`src/rtl/addsub_ctrl_if.sv`:
```
`default_nettype none
// ============================================================================
// Module      : addsub_ctrl_if
// Description : Bundles the request port, the addsub operand/result wires
//               and the result port of addsub_ctrl. The controller uses the
//               slave modport; the sequencer/addsub side uses master.
// Revision    : 1.0 - initial release
// ============================================================================
interface addsub_ctrl_if;
  // Request side
  logic        req_valid;
  logic        req_ready;
  logic [31:0] req_a;
  logic [31:0] req_b;
  logic        req_sub;
  // addsub operand / result wires
  logic [31:0] op1;
  logic [31:0] op2;
  logic [31:0] add_result;
  logic        add_done;
  logic        add_overflow;
  // Result side
  logic        res_valid;
  logic        res_ready;
  logic [31:0] res_data;
  logic        res_ovf;
  logic        res_tmo;

  modport slave (
    input  req_valid, req_a, req_b, req_sub,
    input  add_result, add_done, add_overflow,
    input  res_ready,
    output req_ready, op1, op2,
    output res_valid, res_data, res_ovf, res_tmo
  );

  modport master (
    output req_valid, req_a, req_b, req_sub,
    output add_result, add_done, add_overflow,
    output res_ready,
    input  req_ready, op1, op2,
    input  res_valid, res_data, res_ovf, res_tmo
  );
endinterface
`default_nettype wire

```
`src/rtl/addsub_ctrl.sv`:
```
`default_nettype none
// ============================================================================
// Module      : addsub_ctrl
// Description : Request-side controller for the floating-point addsub unit.
//               Launches registered operands (with the subtract sign flip),
//               qualifies add_done against a settle window and a timeout,
//               and presents result/overflow/timeout on a valid/ready port.
//               Optional macro ADDSUB_ZERO_BYPASS_EN: requests with a zero
//               exponent operand complete without launching addsub.
// Revision    : 1.0 - initial release
// ============================================================================
module addsub_ctrl #(
  parameter int MIN_WAIT = 2,
  parameter int TIMEOUT  = 64
) (
  input  wire logic     clk,
  input  wire logic     n_rst,
  addsub_ctrl_if.slave  bus
);

  localparam int CNT_W = $clog2(TIMEOUT + 1);

  localparam logic [1:0] S_IDLE = 2'd0;
  localparam logic [1:0] S_WAIT = 2'd1;
  localparam logic [1:0] S_HOLD = 2'd2;

  localparam logic [CNT_W-1:0] C_CNT_SAT  = {CNT_W{1'b1}};
  localparam logic [CNT_W-1:0] C_MIN_WAIT = CNT_W'(MIN_WAIT);
  localparam logic [CNT_W-1:0] C_TMO_LAST = CNT_W'(TIMEOUT - 1);

  logic [1:0]       state_q,     state_d;
  logic [CNT_W-1:0] cnt_q,       cnt_d;
  logic [31:0]      op1_q,       op1_d;
  logic [31:0]      op2_q,       op2_d;
  logic [31:0]      res_data_q,  res_data_d;
  logic             res_ovf_q,   res_ovf_d;
  logic             res_tmo_q,   res_tmo_d;
  logic             res_valid_q, res_valid_d;

  logic [31:0]      eff_b;
  logic             done_qual;

  // B with the subtract sign flip applied; used for launch and bypass
  assign eff_b     = {bus.req_b[31] ^ bus.req_sub, bus.req_b[30:0]};
  // A done level only counts once the settle window has elapsed
  assign done_qual = bus.add_done && (cnt_q >= C_MIN_WAIT);

  // State register: all controller flops, synchronous active-low reset
  always_ff @(posedge clk) begin
    if (!n_rst) begin
      state_q     <= S_IDLE;
      cnt_q       <= '0;
      op1_q       <= '0;
      op2_q       <= '0;
      res_data_q  <= '0;
      res_ovf_q   <= 1'b0;
      res_tmo_q   <= 1'b0;
      res_valid_q <= 1'b0;
    end else begin
      state_q     <= state_d;
      cnt_q       <= cnt_d;
      op1_q       <= op1_d;
      op2_q       <= op2_d;
      res_data_q  <= res_data_d;
      res_ovf_q   <= res_ovf_d;
      res_tmo_q   <= res_tmo_d;
      res_valid_q <= res_valid_d;
    end
  end

  // Next-state logic: launch, settle/timeout qualification, result hold
  always_comb begin
    state_d     = state_q;
    cnt_d       = cnt_q;
    op1_d       = op1_q;
    op2_d       = op2_q;
    res_data_d  = res_data_q;
    res_ovf_d   = res_ovf_q;
    res_tmo_d   = res_tmo_q;
    res_valid_d = res_valid_q;

    case (state_q)
      S_IDLE: begin
        if (bus.req_valid) begin
`ifdef ADDSUB_ZERO_BYPASS_EN
          if ((bus.req_a[30:23] == 8'd0) || (bus.req_b[30:23] == 8'd0)) begin
            // Zero operand: answer directly, addsub operands left untouched
            if ((bus.req_a[30:23] == 8'd0) && (bus.req_b[30:23] == 8'd0)) begin
              res_data_d = 32'h0000_0000;
            end else if (bus.req_a[30:23] == 8'd0) begin
              res_data_d = eff_b;
            end else begin
              res_data_d = bus.req_a;
            end
            res_ovf_d   = 1'b0;
            res_tmo_d   = 1'b0;
            res_valid_d = 1'b1;
            state_d     = S_HOLD;
          end else begin
            op1_d   = bus.req_a;
            op2_d   = eff_b;
            cnt_d   = '0;
            state_d = S_WAIT;
          end
`else
          op1_d   = bus.req_a;
          op2_d   = eff_b;
          cnt_d   = '0;
          state_d = S_WAIT;
`endif
        end
      end

      S_WAIT: begin
        cnt_d = (cnt_q == C_CNT_SAT) ? cnt_q : cnt_q + 1'b1;
        // Done takes priority over a coincident timeout
        if (done_qual || (cnt_q == C_TMO_LAST)) begin
          res_data_d  = bus.add_result;
          res_ovf_d   = bus.add_overflow;
          res_tmo_d   = !done_qual;
          res_valid_d = 1'b1;
          state_d     = S_HOLD;
        end
      end

      S_HOLD: begin
        if (bus.res_ready) begin
          res_valid_d = 1'b0;
          state_d     = S_IDLE;
        end
      end

      default: begin
        state_d     = S_IDLE;
        res_valid_d = 1'b0;
      end
    endcase
  end

  // Output logic: flop outputs, req_ready decoded from state only
  always_comb begin
    bus.req_ready = (state_q == S_IDLE);
    bus.op1       = op1_q;
    bus.op2       = op2_q;
    bus.res_valid = res_valid_q;
    bus.res_data  = res_data_q;
    bus.res_ovf   = res_ovf_q;
    bus.res_tmo   = res_tmo_q;
  end

endmodule
`default_nettype wire

```
`src/flat_wrapper.sv`:
```
// flat-port wrapper written by rule: the top's interface ports become plain ports
module addsub_ctrl_flat 
#(
  parameter int MIN_WAIT = 2,
  parameter int TIMEOUT  = 64
)
  (clk, n_rst, bus_req_valid, bus_req_a, bus_req_b, bus_req_sub, bus_add_result, bus_add_done, bus_add_overflow, bus_res_ready, bus_req_ready, bus_op1, bus_op2, bus_res_valid, bus_res_data, bus_res_ovf, bus_res_tmo);
  addsub_ctrl_if bus_i ();
  input  wire logic clk;
  input  wire logic n_rst;
  input wire logic [$bits(bus_i.req_valid)-1:0] bus_req_valid;
  input wire logic [$bits(bus_i.req_a)-1:0] bus_req_a;
  input wire logic [$bits(bus_i.req_b)-1:0] bus_req_b;
  input wire logic [$bits(bus_i.req_sub)-1:0] bus_req_sub;
  input wire logic [$bits(bus_i.add_result)-1:0] bus_add_result;
  input wire logic [$bits(bus_i.add_done)-1:0] bus_add_done;
  input wire logic [$bits(bus_i.add_overflow)-1:0] bus_add_overflow;
  input wire logic [$bits(bus_i.res_ready)-1:0] bus_res_ready;
  output wire logic [$bits(bus_i.req_ready)-1:0] bus_req_ready;
  output wire logic [$bits(bus_i.op1)-1:0] bus_op1;
  output wire logic [$bits(bus_i.op2)-1:0] bus_op2;
  output wire logic [$bits(bus_i.res_valid)-1:0] bus_res_valid;
  output wire logic [$bits(bus_i.res_data)-1:0] bus_res_data;
  output wire logic [$bits(bus_i.res_ovf)-1:0] bus_res_ovf;
  output wire logic [$bits(bus_i.res_tmo)-1:0] bus_res_tmo;
  assign bus_i.req_valid = bus_req_valid;
  assign bus_i.req_a = bus_req_a;
  assign bus_i.req_b = bus_req_b;
  assign bus_i.req_sub = bus_req_sub;
  assign bus_i.add_result = bus_add_result;
  assign bus_i.add_done = bus_add_done;
  assign bus_i.add_overflow = bus_add_overflow;
  assign bus_i.res_ready = bus_res_ready;
  assign bus_req_ready = bus_i.req_ready;
  assign bus_op1 = bus_i.op1;
  assign bus_op2 = bus_i.op2;
  assign bus_res_valid = bus_i.res_valid;
  assign bus_res_data = bus_i.res_data;
  assign bus_res_ovf = bus_i.res_ovf;
  assign bus_res_tmo = bus_i.res_tmo;
  addsub_ctrl #(.MIN_WAIT(MIN_WAIT), .TIMEOUT(TIMEOUT)) u_core (.clk(clk), .n_rst(n_rst), .bus(bus_i));
endmodule
```
`config.mk`:
```
export PLATFORM = sky130hd
export DESIGN_NAME = addsub_ctrl_flat
export DESIGN_NICKNAME = d
export VERILOG_FILES = /design/src/rtl/addsub_ctrl_if.sv /design/src/rtl/addsub_ctrl.sv /design/src/flat_wrapper.sv
export SDC_FILE = /design/constraint.sdc
export NUM_CORES = 1
export LEC_CHECK = 0
export ABC_AREA = 1
export CAP_MARGIN = 20
export CORE_UTILIZATION = 40
export CTS_CLUSTER_SIZE = 25
export DETAILED_ROUTE_END_ITERATION = 6
export PLACE_DENSITY = 0.8
export RECOVER_POWER = 25
export SLEW_MARGIN = 15
export SYNTH_ARGS = -nofsm -noshare
export SYNTH_HDL_FRONTEND = slang
export SYNTH_SLANG_ARGS = --single-unit
```
`constraint.sdc`:
```
create_clock -name clk -period 1.75 [get_ports clk]
set_clock_uncertainty 0.15 [all_clocks]
set_input_delay 0.35 -clock clk [delete_from_list [all_inputs] [get_ports clk]]
set_output_delay 0.35 -clock clk [all_outputs]
set_load 0.01 [all_outputs]
```
==> impl_metrics.ini <==
[status]
outcome = completed

[sta]
setup_viol = 0
fmax_mhz = 583.2
rsz0062_at_grt = yes
setup_tns_ns = 0
slew_headroom_pct = 83.36
fin_crit_ns = 1.715
slew_viol_final = 0
hold_viol_final = 0
worst_pin_slew_ns = 0.2497
period_share_pct = 97.99

[clocking]
clk_path_buf_depth = 2
cts_sinks = 108
clk_pin_slew_ns = 0.09
ctsHoldBuffers = 0
numCtsBuffers = 9
ctsRootBufferMaster = clkbuf_8
clock_latency_ns = 0.36
tritoncts = built
cts_max_level = 3

[routing]
routedWlPerCell_um = 13.93
drtIter0Drc = 92
drcViolationCount = 0
routed_wl_um = 11800
drt_pass1_iterations = 4
antenna_left = 0
via_per_inst = 4.860
vias = 4116

[cells_and_area]
nets = 814
n_antenna_cell = 0
drive_gt1_share_pct = 8.263
layout_common_cells = nor2_1 (135), dfxtp_1 (106), clkdlybuf4s50_1 (101), dlygate4sd2_1 (92), o21ai_0 (68)
instances_no_fill = 847
mostFrequentLayoutCell = nor2_1
area_growth_pct = 61.10
fin_util_pct = 66.22

[critical_path]
timing.critical_path.mode_cell = inv_2
cp_cell_sequence = inv_2 -> ha_2 -> inv_2 -> nand2_2 -> o21ai_4 -> buf_12 -> nand2_8 -> clkbuf_16 -> nand3_1 -> a21oi_1
worstSetupEndpointType = register
startpoint_type = register
crit_required_ns = 1.85
critPathMaxStageDelay_ns = 0.37
path_max_fanout = 6
cp.arrival_ns = 1.82
critPathKind = reg -> reg
critPathBufInv = 4
critPathTopFamily = buffers and inverters
cpMaxStageDelayCell = dfxtp_4

[synthesis]
syn_area_per_cell_um2 = 7.940
ys_ff_latch = 108
synth_largest_area_cell = dfxtp_1
seq_area_frac_synth_pct = 53.82
synth.distinct_cells = 25
yosys_warnings = 0
synth_fp_nets = 611
syn_area_um2 = 4018
yosysTopAreaCellShare_pct = 53.82
synth.area.top_cells = dfxtp_1 (54%), nor2_1 (13%), o21ai_0 (8.6%)
syn_inst = 506

[power_and_ir_drop]
p_leak_nw = 2.814
p_per_area_nw_per_um2 = 815.8
ir_worst_vdd_v = 0.0004010

[worst_hold_path]
hold_path.class = in -> reg

[global_route]
grtUsageTotal_pct = 21.01
grt_pass1_vias = 3761
overflow = 0
grt_max_degree = 64
grt_pass1_wl_um = 17260
antenna_found_initial = 0

[placed_design]
dpl.hpwl_um = 8091
dp.cells = 821
io_buffers = 202
place.gp.congestion = 0.7545

[floorplanning]
die_y_um = 102.2
dieArea_um2 = 10450
die_x_um = 102.2
num_io_pins = 203
coreArea_um2 = 9774
rows = 36
initial_utilization_pct = 41.10

[run]
cap_viol_max_count = 0
[area by class of cell]
type,count,area (µm²)
clock buffers,15,156.4
clock inverters,1,7.507
fillers,859,3302
inverters,13,48.80
multi-input cells,354,1713
flip-flops and latches,108,2170
well taps,133,166.4
repair buffers,223,2211
[worst paths after layout]
check,to,slack [ns],from,depth (start not counted)
worst min register to register,u_core.cnt_q[0],0.31,u_core.cnt_q[0],1
worst min-delay path,u_core.cnt_q[0],0.15,n_rst,3
worst max register to register,u_core.bus.res_data[4],0.04,u_core.cnt_q[0],10
worst max-delay path,u_core.bus.res_data[4],0.04,u_core.cnt_q[0],10
[stage by stage]
stage / hold slack (ns) / total power [mW] / area [µm²] / setup WS, ns
after detailed placement: 0.3033 / 3.985 / 6185 / -0.03546
final: 0.1525 / 5.280 / 6472 / 0.03523
after floorplan: 0.3003 / 3.291 / 4018 / 0.1820
after global routing: 0.1367 / 5.542 / 6472 / -0.05294
after global placement: 0.2927 / 3.950 / 6185 / -0.009878
after CTS: 0.1379 / 5.217 / 6240 / 0.0009709
[sequential cells by signal (all words and copies together), names as in the netlist]
name	cells
u_core.bus.op1	32
u_core.bus.op2	32
u_core.bus.res_data	32
u_core.bus.res_ovf	1
u_core.bus.res_tmo	1
u_core.bus.res_valid	1
u_core.cnt_q	7
u_core.state_q	2
[Yosys cell counts (all sizes together)]
master and n:
nor2 139, dfxtp 108, o21ai 70, nand2 53, a21oi 43, nand3 39, buf 19, clkbuf 15
inv 13, ha 2, nand3b 1, nand4 1, nor3 1, o21a 1, xnor2 1
[worst min-delay path, cell delays in order]
cell and delay [ns]:
buf_2 0.16, nand2_1 0.08, a21oi_1 0.03
[cell families after synthesis]
logic type,count (synthesis),synth area share [%]
and+or+nand+nor,234,24.88
adders and majority gates,2,0.6228
buffers and inverters,47,6.104
DFF,108,53.81
xor gates and xnor gates,1,0.2180
AOI/OAI and AO/OA,114,14.36
[report_power, final]
| group | total (mW) | leakage (nW) | switching [mW] | internal (mW) |
|---|---|---|---|---|
| Sequential | 2.71 | 0.888 | 0.0853 | 2.63 |
| Combinational | 1.21 | 1.85 | 0.585 | 0.629 |
| Clock | 1.35 | 0.0780 | 0.789 | 0.563 |
| Total | 5.28 | 2.81 | 1.46 | 3.82 |
[layer usage]
metal	track usage (%)	vias up	share of wire, %
li1	-	2053	-
met1	23.67	1877	40
met2	36.29	170	50
met3	6.430	16	8.5
met4	9.890	0	1.7
met5	0	-	0
[timing repair]
item                                    CTS  global route
endpoints found under the setup margin   93            49
pin swaps                                 0             7
gates cloned                              0             7
resized for setup                        94            29
buffers inserted                          0             3
Note: power is estimated with default switching activity, not from simulation.
